==> src/rtl/qspi_flash_resp_if.sv <==
// qspi_flash_resp_if
//   Bus bundle between the XIP read controller / backing memory and the
//   QSPI flash responder.
//   Signals:
//     sclk_in, cs_n_in, io_in  : QSPI lines driven by the controller
//     io_out, io_oe_out        : responder-driven io[3:0] and per-line enables
//     mem_rd_en_out            : one-cycle backing-memory read strobe
//     mem_addr_out             : byte address for that read (MEM_AW bits)
//     mem_rdata_in             : read byte, valid one h_clk after the strobe
//   Modports:
//     slave  : the responder
//     master : the controller plus the backing memory
interface qspi_flash_resp_if #(
  parameter int MEM_AW = 24
) ();
  logic              sclk_in;
  logic              cs_n_in;
  logic [3:0]        io_in;
  logic [3:0]        io_out;
  logic [3:0]        io_oe_out;
  logic              mem_rd_en_out;
  logic [MEM_AW-1:0] mem_addr_out;
  logic [7:0]        mem_rdata_in;

  modport slave (
    input  sclk_in, cs_n_in, io_in, mem_rdata_in,
    output io_out, io_oe_out, mem_rd_en_out, mem_addr_out
  );

  modport master (
    output sclk_in, cs_n_in, io_in, mem_rdata_in,
    input  io_out, io_oe_out, mem_rd_en_out, mem_addr_out
  );
endinterface

==> src/rtl/qspi_flash_resp.sv <==
// qspi_flash_resp
//   QSPI flash responder (SPI mode 0). Oversamples sclk/cs_n/io on h_clk,
//   decodes 0x03 (single read), 0xEB (quad I/O read) and 0xB7 (enter 4-byte
//   address mode), and streams bytes from a byte-wide backing memory with a
//   one-byte prefetch so the next byte is always on hand at a byte boundary.
//   Ports:
//     h_clk            : system clock, at least 4x the sclk frequency
//     h_rstn           : asynchronous active-low reset
//     bus              : qspi_flash_resp_if.slave (QSPI lines + memory port)
//     addr_4b_mode_out : sticky 4-byte address mode flag
//     busy_out         : high whenever the responder is not idle
//   Optional (macro QSPI_RESP_ILLEGAL_CMD_FLAG_EN):
//     err_clr_in       : clears err_cmd_out
//     err_cmd_out      : set when an unknown command is decoded
module qspi_flash_resp #(
  parameter int MEM_AW      = 24,
  parameter int DUMMY_CYC   = 6,
  parameter int SYNC_STAGES = 2
) (
  input  logic             h_clk,
  input  logic             h_rstn,
  qspi_flash_resp_if.slave bus,
  output logic             addr_4b_mode_out,
  output logic             busy_out
`ifdef QSPI_RESP_ILLEGAL_CMD_FLAG_EN
  ,
  input  logic             err_clr_in,
  output logic             err_cmd_out
`endif
);

  localparam int DCW = (DUMMY_CYC > 1) ? $clog2(DUMMY_CYC) : 1;
  localparam logic [MEM_AW-1:0] ADDR_ONE = {{(MEM_AW-1){1'b0}}, 1'b1};

  typedef enum logic [2:0] {
    ST_IDLE   = 3'd0,
    ST_CMD    = 3'd1,
    ST_ADDR   = 3'd2,
    ST_DUMMY  = 3'd3,
    ST_DATA   = 3'd4,
    ST_IGNORE = 3'd5
  } state_t;

  logic [SYNC_STAGES-1:0] sclk_sync_r;
  logic [SYNC_STAGES-1:0] cs_sync_r;
  logic [3:0]             io_sync_r [SYNC_STAGES];
  logic                   sclk_prev_r;

  state_t            state_r;
  logic [5:0]        bit_cnt_r;
  logic [DCW-1:0]    dummy_cnt_r;
  logic [2:0]        data_cnt_r;
  logic [6:0]        cmd_sr_r;
  logic              quad_r;
  logic [MEM_AW-1:0] addr_r;
  logic [7:0]        data_sr_r;
  logic [7:0]        byte_buf_r;
  logic              rd_dly_r;

  logic              sclk_s;
  logic              cs_s;
  logic [3:0]        io_s;
  logic              rise_s;
  logic              fall_s;
  logic [7:0]        cmd_next_s;
  logic [MEM_AW-1:0] addr_shift_s;
  logic [5:0]        addr_last_s;
  logic [7:0]        byte_next_s;
  logic              byte_last_s;

  assign sclk_s  = sclk_sync_r[SYNC_STAGES-1];
  assign cs_s    = cs_sync_r[SYNC_STAGES-1];
  assign io_s    = io_sync_r[SYNC_STAGES-1];
  assign rise_s  = sclk_s & ~sclk_prev_r;
  assign fall_s  = ~sclk_s & sclk_prev_r;

  assign cmd_next_s = {cmd_sr_r, io_s[0]};

  // Shifting into an MEM_AW-wide register drops the high address bits, which
  // is exactly the truncation wanted for 24- and 32-bit addresses alike.
  assign addr_shift_s = quad_r ? {addr_r[MEM_AW-5:0], io_s}
                               : {addr_r[MEM_AW-2:0], io_s[0]};
  assign addr_last_s  = quad_r ? (addr_4b_mode_out ? 6'd7  : 6'd5)
                               : (addr_4b_mode_out ? 6'd31 : 6'd23);

  // The byte returned for a strobe may land in the same cycle the fall is
  // seen; take it straight from the memory bus in that case.
  assign byte_next_s = rd_dly_r ? bus.mem_rdata_in : byte_buf_r;
  assign byte_last_s = quad_r ? (data_cnt_r == 3'd1) : (data_cnt_r == 3'd7);

`ifdef QSPI_RESP_ILLEGAL_CMD_FLAG_EN
  logic illegal_cmd_s;
  assign illegal_cmd_s = (state_r == ST_CMD) && !cs_s && rise_s &&
                         (bit_cnt_r == 6'd7) &&
                         (cmd_next_s != 8'h03) && (cmd_next_s != 8'hEB) &&
                         (cmd_next_s != 8'hB7);
`endif

  // Input synchronizers and previous-sclk tracking for edge detection.
  always_ff @(posedge h_clk or negedge h_rstn) begin
    if (!h_rstn) begin
      sclk_sync_r <= {SYNC_STAGES{1'b0}};
      cs_sync_r   <= {SYNC_STAGES{1'b1}};
      for (int i = 0; i < SYNC_STAGES; i++) begin
        io_sync_r[i] <= 4'h0;
      end
      sclk_prev_r <= 1'b0;
    end else begin
      sclk_sync_r[0] <= bus.sclk_in;
      cs_sync_r[0]   <= bus.cs_n_in;
      io_sync_r[0]   <= bus.io_in;
      for (int i = 1; i < SYNC_STAGES; i++) begin
        sclk_sync_r[i] <= sclk_sync_r[i-1];
        cs_sync_r[i]   <= cs_sync_r[i-1];
        io_sync_r[i]   <= io_sync_r[i-1];
      end
      sclk_prev_r <= sclk_s;
    end
  end

  // Protocol FSM with registered bus, memory and status outputs.
  always_ff @(posedge h_clk or negedge h_rstn) begin
    if (!h_rstn) begin
      state_r           <= ST_IDLE;
      bit_cnt_r         <= 6'd0;
      dummy_cnt_r       <= {DCW{1'b0}};
      data_cnt_r        <= 3'd0;
      cmd_sr_r          <= 7'd0;
      quad_r            <= 1'b0;
      addr_r            <= {MEM_AW{1'b0}};
      data_sr_r         <= 8'h00;
      byte_buf_r        <= 8'h00;
      rd_dly_r          <= 1'b0;
      bus.io_out        <= 4'h0;
      bus.io_oe_out     <= 4'h0;
      bus.mem_rd_en_out <= 1'b0;
      bus.mem_addr_out  <= {MEM_AW{1'b0}};
      addr_4b_mode_out  <= 1'b0;
      busy_out          <= 1'b0;
    end else begin
      bus.mem_rd_en_out <= 1'b0;
      if (cs_s) begin
        // Deselect: abandon whatever was in progress, including a fetch.
        state_r       <= ST_IDLE;
        bit_cnt_r     <= 6'd0;
        dummy_cnt_r   <= {DCW{1'b0}};
        data_cnt_r    <= 3'd0;
        rd_dly_r      <= 1'b0;
        byte_buf_r    <= 8'h00;
        bus.io_out    <= 4'h0;
        bus.io_oe_out <= 4'h0;
        busy_out      <= 1'b0;
      end else begin
        busy_out <= 1'b1;
        rd_dly_r <= bus.mem_rd_en_out;
        if (rd_dly_r) begin
          byte_buf_r <= bus.mem_rdata_in;
        end
        case (state_r)
          ST_IDLE: begin
            state_r   <= ST_CMD;
            bit_cnt_r <= 6'd0;
          end
          ST_CMD: begin
            if (rise_s) begin
              cmd_sr_r  <= cmd_next_s[6:0];
              bit_cnt_r <= bit_cnt_r + 6'd1;
              if (bit_cnt_r == 6'd7) begin
                bit_cnt_r <= 6'd0;
                addr_r    <= {MEM_AW{1'b0}};
                case (cmd_next_s)
                  8'h03: begin
                    quad_r  <= 1'b0;
                    state_r <= ST_ADDR;
                  end
                  8'hEB: begin
                    quad_r  <= 1'b1;
                    state_r <= ST_ADDR;
                  end
                  8'hB7: begin
                    addr_4b_mode_out <= 1'b1;
                    state_r          <= ST_IGNORE;
                  end
                  default: begin
                    state_r <= ST_IGNORE;
                  end
                endcase
              end
            end
          end
          ST_ADDR: begin
            if (rise_s) begin
              addr_r    <= addr_shift_s;
              bit_cnt_r <= bit_cnt_r + 6'd1;
              if (bit_cnt_r == addr_last_s) begin
                bit_cnt_r         <= 6'd0;
                bus.mem_rd_en_out <= 1'b1;
                bus.mem_addr_out  <= addr_shift_s;
                data_cnt_r        <= 3'd0;
                dummy_cnt_r       <= {DCW{1'b0}};
                state_r           <= quad_r ? ST_DUMMY : ST_DATA;
              end
            end
          end
          ST_DUMMY: begin
            if (rise_s) begin
              dummy_cnt_r <= dummy_cnt_r + {{(DCW-1){1'b0}}, 1'b1};
              if (dummy_cnt_r == DCW'(DUMMY_CYC - 1)) begin
                dummy_cnt_r <= {DCW{1'b0}};
                state_r     <= ST_DATA;
              end
            end
          end
          ST_DATA: begin
            if (fall_s) begin
              if (data_cnt_r == 3'd0) begin
                // Byte boundary: load the held byte and prefetch the next one.
                if (quad_r) begin
                  bus.io_out    <= byte_next_s[7:4];
                  data_sr_r     <= {byte_next_s[3:0], 4'h0};
                  bus.io_oe_out <= 4'b1111;
                end else begin
                  bus.io_out    <= {2'b00, byte_next_s[7], 1'b0};
                  data_sr_r     <= {byte_next_s[6:0], 1'b0};
                  bus.io_oe_out <= 4'b0010;
                end
                bus.mem_rd_en_out <= 1'b1;
                bus.mem_addr_out  <= bus.mem_addr_out + ADDR_ONE;
              end else begin
                if (quad_r) begin
                  bus.io_out <= data_sr_r[7:4];
                  data_sr_r  <= {data_sr_r[3:0], 4'h0};
                end else begin
                  bus.io_out <= {2'b00, data_sr_r[7], 1'b0};
                  data_sr_r  <= {data_sr_r[6:0], 1'b0};
                end
              end
              data_cnt_r <= byte_last_s ? 3'd0 : (data_cnt_r + 3'd1);
            end
          end
          ST_IGNORE: begin
            bus.io_oe_out <= 4'h0;
          end
          default: begin
            state_r <= ST_IDLE;
          end
        endcase
      end
    end
  end

`ifdef QSPI_RESP_ILLEGAL_CMD_FLAG_EN
  // Sticky unknown-command flag; a new set wins over a same-cycle clear.
  always_ff @(posedge h_clk or negedge h_rstn) begin
    if (!h_rstn) begin
      err_cmd_out <= 1'b0;
    end else if (illegal_cmd_s) begin
      err_cmd_out <= 1'b1;
    end else if (err_clr_in) begin
      err_cmd_out <= 1'b0;
    end
  end
`endif

endmodule

==> src/flat_wrapper.sv <==
// flat-port wrapper written by rule: the top's interface ports become plain ports
module qspi_flash_resp_flat 
#(
  parameter int MEM_AW      = 24,
  parameter int DUMMY_CYC   = 6,
  parameter int SYNC_STAGES = 2
)
  (h_clk, h_rstn, addr_4b_mode_out, busy_out, bus_sclk_in, bus_cs_n_in, bus_io_in, bus_mem_rdata_in, bus_io_out, bus_io_oe_out, bus_mem_rd_en_out, bus_mem_addr_out);
  qspi_flash_resp_if #(.MEM_AW(MEM_AW)) bus_i ();
  input  logic h_clk;
  input  logic h_rstn;
  output logic addr_4b_mode_out;
  output logic busy_out;
  input wire logic [$bits(bus_i.sclk_in)-1:0] bus_sclk_in;
  input wire logic [$bits(bus_i.cs_n_in)-1:0] bus_cs_n_in;
  input wire logic [$bits(bus_i.io_in)-1:0] bus_io_in;
  input wire logic [$bits(bus_i.mem_rdata_in)-1:0] bus_mem_rdata_in;
  output wire logic [$bits(bus_i.io_out)-1:0] bus_io_out;
  output wire logic [$bits(bus_i.io_oe_out)-1:0] bus_io_oe_out;
  output wire logic [$bits(bus_i.mem_rd_en_out)-1:0] bus_mem_rd_en_out;
  output wire logic [$bits(bus_i.mem_addr_out)-1:0] bus_mem_addr_out;
  assign bus_i.sclk_in = bus_sclk_in;
  assign bus_i.cs_n_in = bus_cs_n_in;
  assign bus_i.io_in = bus_io_in;
  assign bus_i.mem_rdata_in = bus_mem_rdata_in;
  assign bus_io_out = bus_i.io_out;
  assign bus_io_oe_out = bus_i.io_oe_out;
  assign bus_mem_rd_en_out = bus_i.mem_rd_en_out;
  assign bus_mem_addr_out = bus_i.mem_addr_out;
  qspi_flash_resp #(.MEM_AW(MEM_AW), .DUMMY_CYC(DUMMY_CYC), .SYNC_STAGES(SYNC_STAGES)) u_core (.h_clk(h_clk), .h_rstn(h_rstn), .bus(bus_i), .addr_4b_mode_out(addr_4b_mode_out), .busy_out(busy_out));
endmodule
==> config.mk <==
export PLATFORM = sky130hd
export DESIGN_NAME = qspi_flash_resp_flat
export DESIGN_NICKNAME = d
export VERILOG_FILES = /design/src/rtl/qspi_flash_resp_if.sv /design/src/rtl/qspi_flash_resp.sv /design/src/flat_wrapper.sv
export SDC_FILE = /design/constraint.sdc
export NUM_CORES = 1
export LEC_CHECK = 0
export BUFFER_PORTS_ARGS = -buffer_cell sky130_fd_sc_hd__buf_2
export CORE_MARGIN = 8
export CORE_UTILIZATION = 40
export DETAILED_ROUTE_END_ITERATION = 8
export GPL_TIMING_DRIVEN = 0
export SETUP_SLACK_MARGIN = 0.05
export SLEW_MARGIN = 20
export SYNTH_ARGS = -nofsm -noshare
export SYNTH_HDL_FRONTEND = slang
export SYNTH_SLANG_ARGS = --single-unit
==> constraint.sdc <==
create_clock -name h_clk -period 2.4 [get_ports h_clk]
set_clock_uncertainty 0.2 [all_clocks]
set_input_delay 0.24 -clock h_clk [delete_from_list [all_inputs] [get_ports h_clk]]
set_output_delay 0.24 -clock h_clk [all_outputs]
set_load 0.05 [all_outputs]
==> results of run 1 <==
-- registers in the layout, summed over array words and instances (netlist names) --
name / count
u_core.state_r: 3
u_core.bus.io_oe_out: 2
u_core.data_sr_r: 7
u_core.io_sync_r: 4
u_core.sclk_sync_r: 2
u_core.bit_cnt_r: 6
u_core.bus.mem_rd_en_out: 1
u_core.bus.mem_addr_out: 24
u_core.data_cnt_r: 3
u_core.rd_dly_r: 1
u_core.cs_sync_r: 2
u_core.dummy_cnt_r: 3
u_core.sclk_prev_r: 1
u_core.io_s: 4
u_core.quad_r: 1
u_core.byte_buf_r: 8
u_core.addr_4b_mode_out: 1
u_core.cmd_sr_r: 7
u_core.bus.io_out: 4
u_core.addr_r: 23
u_core.busy_out: 1
-- timing repair --
item	4_1_cts	5_1_grt
endpoints found under the hold margin	122	0
gates cloned	0	0
setup buffers	1	2
resized for setup	5	29
hold buffers	15	0
setup endpoints to repair	45	52
-- through the flow --
step	total power, W	instance area, sq um	hold WS (ps)
detailed placement	0.00357	6020	-50.9
global placement	0.00353	5990	133
CTS	0.00511	6490	133
floorplan	0.00318	5510	-256
finish	0.00510	6570	129
global route	0.00537	6570	156
-- final cells by class --
class / instances / area share
timing repair buffer: 69 / 0.0695
inverter: 14 / 0.00838
sequential: 108 / 0.412
buffer: 38 / 0.0303
tap: 180 / 0.0343
clock buffer: 10 / 0.0349
clock inverter: 6 / 0.00971
multi-input combinational: 425 / 0.401
-- synthesized netlist by cell type, types with 5 or more instances --
| master | number | area, sq um |
|---|---|---|
| nand2_1 | 80 | 300 |
| o31ai_1 | 26 | 195 |
| o22ai_1 | 6 | 37.5 |
| dfrtp_1 | 106 | 2650 |
| a21oi_1 | 51 | 255 |
| o21ai_1 | 25 | 125 |
| nor2_1 | 50 | 188 |
| clkbuf_1 | 22 | 82.6 |
| nor2b_1 | 5 | 31.3 |
| inv_1 | 12 | 45.0 |
| buf_2 | 12 | 60.1 |
| nand3_1 | 17 | 85.1 |
| nor3_1 | 13 | 65.1 |
| o21ai_0 | 24 | 120 |
| mux2i_1 | 33 | 330 |
| mux2_2 | 14 | 158 |
| and3_1 | 5 | 31.3 |
| nand2b_1 | 10 | 62.6 |
| a31oi_1 | 7 | 43.8 |
| or3_1 | 5 | 31.3 |
-- layer usage --
metal  up-vias  share of wire  GRT usage  wire, um
met2       103           0.47      0.254      6560
met5         -              0          0         0
met3        22          0.043     0.0316       605
li1       2256              -          -         -
met4         0          0.015     0.0630       213
met1      2278           0.47      0.213      6570
-- worst max path at each step --
stage / from / end / slack [ps] / cells past startpoint
after global placement: h_rstn / u_core.bus.mem_addr_out[20] / -370 / 1
after CTS: u_core.state_r[2] / u_core.bus.mem_addr_out[18] / 60 / 9
after floorplan: u_core.bus.mem_addr_out[0] / u_core.bus.mem_addr_out[12] / 140 / 8
final: u_core.state_r[2] / u_core.bus.mem_addr_out[0] / 110 / 9
after global routing: u_core.state_r[2] / u_core.bus.mem_addr_out[15] / -30 / 10
after detailed placement: u_core.cs_sync_r[1] / u_core.addr_r[1] / -100 / 6
-- worst register-to-register path: stages, from the launching register on --
cell,delay (ps)
dfrtp_1,360
buf_2,160
or3b_1,370
buf_2,170
nor2_4,120
o311a_1,250
o21ai_4,90
inv_4,140
mux2i_1,230
o31ai_2,90
-- where the power goes --
| group | leakage [nW] | switching [W] | internal [W] |
|---|---|---|---|
| registers | 1.44 | 0.000194 | 0.00202 |
| logic | 1.28 | 0.000935 | 0.000439 |
| clock network | 0.144 | 0.000698 | 0.000812 |
| total | 2.87 | 0.00183 | 0.00327 |
-- kinds of logic after synthesis --
kind of cell    count (synthesis)  share of synthesized area
simple gates                  208                      0.178
flops                         108                      0.491
compound gates                165                      0.188
fa+ha+maj                       5                     0.0109
mux                            47                     0.0885
buf+inv                        53                     0.0433
==> impl_summary.txt, run 1 <==
----------------------------------------------------
[Outcome]
  Outcome ... complete, no violations

[Clocking]
  TritonCTS Buffers ... 9
  Clock tree from TritonCTS ... done
  Clock sink total ... 108
  Maximum clock insertion buffer count ... 2
  Clock insertion delay at the later pin of the skew report ... 360 ps
  CTS H-tree depth ... 3
  Clk pin slew, worst setup/hold paths ... 70 ps
  Clock root buffer ... clkbuf_16

[Setup path]
  Maximum fanout along the worst path ... 8
  Critical R2R Launch ... u_core.state_r[2]
  Reg2Reg Setup Slack ... 110 ps
  Critical setup path kind ... flop to flop
  Delay of the slowest critical-path stage ... 360 ps
  Buffers & Inverters on Critical Path ... 3
  Slowest stage cell, crit path ... dfrtp_1
  Critical Path Start Type ... flop
  Reg-to-reg critical path endpoint ... u_core.bus.mem_addr_out[0]
  WP data required ... 2430 ps
  Most prevalent standard cell on the critical path ... buf_2
  Element type at the critical path end ... flop
  Logic depth of the worst register-to-register path ... 9
  Cell breakdown of the critical path ... buf_2 > or3b_1 > buf_2 > nor2_4 > o311a_1 > o21ai_4 > inv_4 > mux2i_1 > o31ai_2
  Critical path arrival ... 2320 ps
  Cell type group with the largest total delay on the critical path ... buffers and inverters

[Detailed routing]
  DR iter-0 viols ... 431
  Average wire per standard cell ... 16.4 um
  Iteration count of the initial detailed-routing pass ... 5
  Remaining antenna violation count ... 0
  Wire length reported by the detailed router ... 13.9 mm
  Average vias per placed instance ... 5.48
  DRC violation count after routing ... 0
  Count of vias placed by the detailed router ... 4659

[Yosys]
  Share of the yosys chip area belonging to registers ... 0.491
  Syn Inst Count ... 586
  Warning count from the yosys run ... 0
  Synthesized Nets ... 606
  Mean instance size in the synthesized netlist ... 9.41 sq um
  Synthesized cell area ... 5510 sq um
  Number of storage elements in the synthesis netlist ... 108
  Number of different library cells in the post-synthesis netlist ... 62
  Dominant synthesized flop cell ... dfrtp_1
  EDFF count, synth ... 0
  Async set-or-reset flop fraction in the synthesized netlist ... 1.00

[STA]
  Final Cycle Share ... 0.954
  Max Fclk ... 0.437 GHz
  Post-layout minimum cycle time ... 2290 ps
  Setup-failing EPs final ... 0
  Worst max-slew margin expressed relative to the limit ... 0.498
  Summed negative setup slack over all endpoints ... 0 ps
  Final-report hold violation count ... 0
  Transition time at the pin with the least slew margin ... 753 ps
  Number of pins with negative max-slew slack in the final report ... 0
  Final worst slack ... 111 ps
  Unrepaired setup endpoints after global routing ... true

[Global route]
  Vias in the first global route ... 4788
  First-pass GRT wire length ... 23.5 mm
  Overall fraction of global-route tracks in use ... 0.161
  Antenna violations before repair ... 0
  Global route total overflow ... 0
  Largest net degree at the start of global routing ... 78

[Cells and area]
  Fin util ... 0.481
  Post-Layout Cell Count ... 850
  Commonest cells after routing, fill and taps aside ... 106 x dfrtp_1, 80 x nand2_1, 60 x buf_2
  Fin nets ... 685
  Storage cell area ... 2710 sq um
  Antenna diode instance count ... 0
  Fraction of final layout cells sized beyond drive strength 1 ... 0.197
  Fill count ... 1319
  Relative area change from synthesis to final layout ... 19.2%
  Area of combinational cells with multiple inputs ... 2640 sq um
  Most common cell after layout, fill and taps aside ... dfrtp_1

[Min path]
  Class of the worst hold path ... input pin to asynchronous set/reset pin

[Floorplanning]
  Rows ... 43
  Height of the chip ... 133 um
  Number of placed I/O pins ... 51
  Core Box Area ... 13700 sq um
  Die X ... 133 um
  Starting density of the core ... 0.403
  Total die area ... 17800 sq um

[Power and ir drop]
  Power per cell area ... 776 nW/um^2
  Worst supply voltage drop on vdd ... 0.383 mV
  Leakage power of the design ... 2.87 nW

[Placement]
  Gpl congestion ... 0.894
  Placement-stage worst setup slack ... -102 ps
  Number of placed cells counting well taps ... 817
  Buffers added on ports ... 50
  Detailed placer's ending HPWL ... 9.83 mm

[Run]
  Max-cap violations ... 0

----------------------------------------------------
No activity file was read; power rests on OpenSTA's default activity.
==> run 2: changes to the inputs <==
--- a/config.mk
+++ b/config.mk
@@ -8,9 +8,11 @@
 export BUFFER_PORTS_ARGS = -buffer_cell sky130_fd_sc_hd__buf_2
 export CORE_MARGIN = 8
 export CORE_UTILIZATION = 40
+export CTS_BUF_LIST = sky130_fd_sc_hd__clkbuf_8
 export DETAILED_ROUTE_END_ITERATION = 8
 export GPL_TIMING_DRIVEN = 0
 export SETUP_SLACK_MARGIN = 0.05
+export SKIP_CTS_REPAIR_TIMING = 1
 export SLEW_MARGIN = 20
 export SYNTH_ARGS = -nofsm -noshare
 export SYNTH_HDL_FRONTEND = slang
==> run 2 against run 1 <==
Via count is 0.67% higher. Die area stayed put. Count of clock-buffer cells in the layout is 1 lower. Critical path depth stayed put. First-iteration DRC count is 0.93% higher. Critical path type unchanged.
==> impl_summary.txt, run 2 (synthesis results as in run 1) <==
----------------------------------------------------
[Outcome]
  Outcome ... complete, no violations

[Cells and area]
  Regs by FF count ... u_core.bus.mem_addr_out: 24 flops, u_core.addr_r: 23 flops, u_core.byte_buf_r: 8 flops
  Fill count ... 1332
  Commonest cells after routing, fill and taps aside ... 106 x dfrtp_1, 80 x nand2_1, 61 x buf_2
  Register with the highest flop count ... u_core.bus.mem_addr_out
  Post-Layout Cell Count ... 848
  Final standard cell area without fillers ... 6470 sq um
  Max reg flops ... 24
  Relative area change from synthesis to final layout ... 17.4%
  Antenna diode instance count ... 0
  Fraction of final layout cells sized beyond drive strength 1 ... 0.193
  Area of combinational cells with multiple inputs ... 2660 sq um
  Fin nets ... 683
  Most common cell after layout, fill and taps aside ... dfrtp_1
  Storage cell area ... 2710 sq um

[Clocking]
  Clock root buffer ... clkbuf_8
  Clock insertion delay at the later pin of the skew report ... 390 ps
  Maximum clock insertion buffer count ... 2
  Clock tree from TritonCTS ... done
  CTS H-tree depth ... 3
  TritonCTS Buffers ... 9
  Clock sink total ... 108
  Clk pin slew, worst setup/hold paths ... 110 ps

[Placement]
  Placed Area ... 6020 sq um
  Placement-stage worst setup slack ... -102 ps
  Buffers added on ports ... 50
  Detailed placer's ending HPWL ... 9.83 mm
  Gpl congestion ... 0.894
  Number of placed cells counting well taps ... 817

[STA]
  Setup-failing EPs final ... 0
  Unrepaired setup endpoints after global routing ... true
  Transition time at the pin with the least slew margin ... 739 ps
  Final-report hold violation count ... 0
  Number of pins with negative max-slew slack in the final report ... 0
  Final worst slack ... 101 ps
  Final Cycle Share ... 0.958
  Max Fclk ... 0.435 GHz
  Worst max-slew margin expressed relative to the limit ... 0.508
  Post-layout minimum cycle time ... 2300 ps
  Summed negative setup slack over all endpoints ... 0 ps

[Global route]
  Most used routing layer ... met2
  Met3 global-route usage ... 0.0316
  Met1 track demand over resource ... 0.211
  Overall fraction of global-route tracks in use ... 0.158
  Largest net degree at the start of global routing ... 78
  Met2 demand-to-capacity share in global routing ... 0.249
  Antenna violations before repair ... 0
  Global route total overflow ... 0
  Vias in the first global route ... 4640
  First-pass GRT wire length ... 23.1 mm

[Floorplanning]
  Die X ... 133 um
  Core Box Area ... 13700 sq um
  Height of the chip ... 133 um
  Number of placed I/O pins ... 51
  Starting density of the core ... 0.403
  Total die area ... 17800 sq um
  Rows ... 43

[Setup path]
  Slowest stage cell, crit path ... o311a_4
  Maximum fanout along the worst path ... 10
  Critical Path Start Type ... flop
  Delay of the slowest critical-path stage ... 410 ps
  Element type at the critical path end ... flop
  Critical setup path kind ... flop to flop
  Cell type group with the largest total delay on the critical path ... compound AO/OA/AOI/OAI gates
  Buffers & Inverters on Critical Path ... 4
  WP data required ... 2520 ps
  Cell breakdown of the critical path ... buf_4 > inv_2 > buf_4 > o2111a_1 > o311a_4 > o21ai_4 > clkbuf_4 > a21oi_1 > o22ai_1
  Critical path arrival ... 2420 ps
  Most prevalent standard cell on the critical path ... buf_4

[Detailed routing]
  DRC violation count after routing ... 0
  Wire length reported by the detailed router ... 13.9 mm
  Average wire per standard cell ... 16.4 um
  Count of vias placed by the detailed router ... 4690
  Average vias per placed instance ... 5.53
  Iteration count of the initial detailed-routing pass ... 5
  Remaining antenna violation count ... 0
  DR iter-0 viols ... 435

[Power and ir drop]
  Leakage power of the design ... 2.80 nW
  Worst supply voltage drop on vdd ... 0.260 mV
  Overall Power ... 0.00471 W
  Power per cell area ... 728 nW/um^2

[Min path]
  Class of the worst hold path ... input pin to asynchronous set/reset pin

[Run]
  Max-cap violations ... 0

----------------------------------------------------
[run 2: changes by cell type in the layout (fill, tap and decap cells not counted), moves of 2 or more]
cell | previous run | this run
clkbuf_8 | 0 | 9
clkbuf_4 | 1 | 3
clkbuf_2 | 4 | 1
buf_4 | 8 | 6
clkbuf_16 | 9 | 0
[run 2: power by group]
group	internal [W]	switching, W
logic	0.000433	0.000935
registers	0.00202	0.000193
clock network	0.000481	0.000651
total	0.00293	0.00178
[run 2: per-stage QoR]
step	hold WS, ps	util
global placement	133	0.438
detailed placement	-50.9	0.441
floorplan	-256	-
global route	115	0.474
CTS	-481	0.455
finish	94.9	0.474
[run 2: layout make-up]
class | count | share of cell area
clock inverter | 7 | 0.0104
clock buffer | 9 | 0.0191
timing repair buffer | 67 | 0.0682
sequential | 108 | 0.418
inverter | 14 | 0.00851
buffer | 38 | 0.0303
tap | 180 | 0.0348
multi-input combinational | 425 | 0.411
[run 2: final timing paths]
| kind | slack (ps) | end | cells after the start | startpoint |
|---|---|---|---|---|
| max | 100 | u_core.bus.mem_addr_out[23] | 9 | u_core.quad_r |
| min | 90 | u_core.sclk_sync_r[0] | 2 | h_rstn |
| max reg2reg | 100 | u_core.bus.mem_addr_out[23] | 9 | u_core.quad_r |
| min reg2reg | 160 | u_core.io_s[0] | 0 | u_core.io_sync_r[4] |
| max in group asynchronous | 1250 | u_core.bus.mem_addr_out[6] | 3 | h_rstn |
| min in group h_clk | 160 | u_core.io_s[0] | 0 | u_core.io_sync_r[4] |
[run 2: per-layer routing]
| layer | wire (um) | vias to the layer above |
|---|---|---|
| met4 | 251 | 0 |
| met2 | 6630 | 111 |
| met1 | 6400 | 2308 |
| met5 | 0 | - |
| li1 | - | 2246 |
| met3 | 639 | 25 |
[run 2: worst reg2reg max path, cell delays in order (launching register included)]
cell      delay [ps]
dfrtp_1          330
buf_4            160
inv_2             60
buf_4            170
o2111a_1         180
o311a_4          410
o21ai_4          200
clkbuf_4         270
a21oi_1           60
o22ai_1          180
==> run 3: changes to the inputs <==
--- a/config.mk
+++ b/config.mk
@@ -11,6 +11,7 @@
 export CTS_BUF_LIST = sky130_fd_sc_hd__clkbuf_8
 export DETAILED_ROUTE_END_ITERATION = 8
 export GPL_TIMING_DRIVEN = 0
+export RECOVER_POWER = 50
 export SETUP_SLACK_MARGIN = 0.05
 export SKIP_CTS_REPAIR_TIMING = 1
 export SLEW_MARGIN = 20
==> run 3 against run 2 <==
Worst hold slack better by 61 ps. Critical path depth is the same. Wire length about the same. Die area did not move. First-iteration DRC count grew 0.92%. Final area shrank 0.39%. Utilization shrank 0.18 points. Clock power about the same. Register-to-register slack is essentially flat. Non-clock buffer count stayed put. Largest cell class unchanged.
==> impl_summary.txt, run 3 (synthesis results as in run 1) <==
----------------------------------------------------
[STA]
  Max Fclk ... 0.436 GHz
  Unrepaired setup endpoints after global routing ... true
  Summed negative setup slack over all endpoints ... 0 ps
  Post-layout minimum cycle time ... 2300 ps
  Worst max-slew margin expressed relative to the limit ... 0.454
  Setup-failing EPs final ... 0
  Transition time at the pin with the least slew margin ... 820 ps
  Final Cycle Share ... 0.956
  Hold_ws ... 156 ps
  Number of pins with negative max-slew slack in the final report ... 0
  Final-report hold violation count ... 0

[Global route]
  Vias in the first global route ... 4640
  First-pass GRT wire length ... 23.1 mm
  Largest net degree at the start of global routing ... 78
  Antenna violations before repair ... 0
  Global route total overflow ... 0
  Overall fraction of global-route tracks in use ... 0.158

[Cells and area]
  Antenna diode instance count ... 0
  Fraction of final layout cells sized beyond drive strength 1 ... 0.190
  Register with the highest flop count ... u_core.bus.mem_addr_out
  Max reg flops ... 24
  Fin util ... 0.472
  Commonest cells after routing, fill and taps aside ... 106 x dfrtp_1, 80 x nand2_1, 59 x buf_2
  Storage cell area ... 2710 sq um
  Fill count ... 1337
  Fin nets ... 683
  Most common cell after layout, fill and taps aside ... dfrtp_1
  Relative area change from synthesis to final layout ... 16.9%
  Area of combinational cells with multiple inputs ... 2660 sq um
  Regs by FF count ... u_core.bus.mem_addr_out: 24 flops, u_core.addr_r: 23 flops, u_core.byte_buf_r: 8 flops

[Placement]
  Gpl congestion ... 0.894
  Buffers added on ports ... 50
  Detailed placer's ending HPWL ... 9.83 mm

[Detailed routing]
  DR iter-0 viols ... 439
  Iteration count of the initial detailed-routing pass ... 5
  Wire length reported by the detailed router ... 13.9 mm
  Remaining antenna violation count ... 0
  Count of vias placed by the detailed router ... 4650
  Average wire per standard cell ... 16.4 um
  DRC violation count after routing ... 0
  Average vias per placed instance ... 5.48

[Min path]
  Cell depth of the worst min-delay path ... 0
  Hold_sp ... u_core.io_sync_r[4]
  Capture endpoint of the worst hold path ... u_core.io_s[0]
  Class of the worst hold path ... flop to flop

[Setup path]
  Element type at the critical path end ... flop
  Critical path arrival ... 2420 ps
  Critical R2R Launch ... u_core.quad_r
  Maximum fanout along the worst path ... 10
  Slowest stage cell, crit path ... o311a_4
  WP data required ... 2520 ps
  Cell breakdown of the critical path ... buf_4 > inv_2 > buf_4 > o2111a_1 > o311a_4 > o21ai_4 > clkbuf_4 > a21oi_1 > o22ai_1
  Delay of the slowest critical-path stage ... 410 ps
  Reg2Reg Setup Slack ... 100 ps
  Reg-to-reg critical path endpoint ... u_core.bus.mem_addr_out[23]
  Logic depth of the worst register-to-register path ... 9
  Critical setup path kind ... flop to flop
  Critical Path Start Type ... flop
  Most prevalent standard cell on the critical path ... buf_4

[Run]
  Max-cap violations ... 0

[Power and ir drop]
  Power per cell area ... 730 nW/um^2
  Logic gate share of total power ... 0.290
  Leakage power of the design ... 2.79 nW
  Net switching power ... 0.00178 W
  Share of total power in the clock network ... 0.240
  Design internal power ... 0.00293 W
  Worst supply voltage drop on vdd ... 0.261 mV
  Net Sw Frac ... 0.378
  Overall Power ... 0.00471 W
  Sequential power share ... 0.470

[Outcome]
  Outcome ... complete, no violations

[Floorplanning]
  Total die area ... 17800 sq um
  Core Box Area ... 13700 sq um
  Die X ... 133 um
  Height of the chip ... 133 um
  Starting density of the core ... 0.403
  Rows ... 43
  Number of placed I/O pins ... 51

[Clocking]
  TritonCTS Buffers ... 9
  Clock insertion delay at the later pin of the skew report ... 390 ps
  Clock root buffer ... clkbuf_8
  Maximum clock insertion buffer count ... 2
  Clk pin slew, worst setup/hold paths ... 110 ps
  Clock tree from TritonCTS ... done
  CTS H-tree depth ... 3
  Clock sink total ... 108

----------------------------------------------------
[run 3: worst max-delay path by stage]
stage | start | end | depth (start not counted) | slack, ps
finish | u_core.quad_r | u_core.bus.mem_addr_out[23] | 9 | 100
global route | u_core.state_r[2] | u_core.bus.mem_addr_out[15] | 10 | -20
CTS | u_core.cs_sync_r[1] | u_core.addr_r[1] | 6 | -120
detailed placement | u_core.cs_sync_r[1] | u_core.addr_r[1] | 6 | -100
global placement | h_rstn | u_core.bus.mem_addr_out[20] | 1 | -370
floorplan | u_core.bus.mem_addr_out[0] | u_core.bus.mem_addr_out[12] | 8 | 140
[run 3: worst max-delay path, delay by kind of cell, from the launching register on]
| family | cells | cell delay, ps |
|---|---|---|
| DFF | 1 | 330 |
| buffers and inverters | 4 | 660 |
| AOI/OAI and AO/OA | 5 | 1020 |
[run 3: area by class of cell]
cell class | count | share of cell area
clock buffer | 9 | 0.0192
buffer | 38 | 0.0305
timing repair buffer | 67 | 0.0646
inverter | 14 | 0.00854
tap | 180 | 0.0349
sequential | 108 | 0.420
clock inverter | 7 | 0.0105
multi-input combinational | 425 | 0.412
[run 3: stage by stage]
step,setup slack (ps),cells,area (sq um)
2_1_floorplan,136,586,5510
3_3_place_gp,-373,816,5990
3_5_place_dp,-102,817,6020
4_1_cts,-118,833,6210
5_1_grt,-24.0,848,6450
6_report,104,848,6450
[run 3: power by group through the flow]
| stage | sequential, W | clock (W) | combinational, W |
|---|---|---|---|
| after detailed placement | 0.00224 | 0 | 0.00133 |
| after global placement | 0.00223 | 0 | 0.00130 |
| after CTS | 0.00220 | 0.00117 | 0.00133 |
| after floorplan | 0.00249 | 0 | 0.000687 |
| after global routing | 0.00224 | 0.00123 | 0.00150 |
| final | 0.00221 | 0.00113 | 0.00136 |
[run 3: routing by layer]
metal,global-route usage,vias to the layer above,wire [um]
met4,0.0543,0,235
met3,0.0316,23,629
met2,0.249,102,6650
met1,0.211,2281,6420
li1,-,2244,-
met5,0,-,0
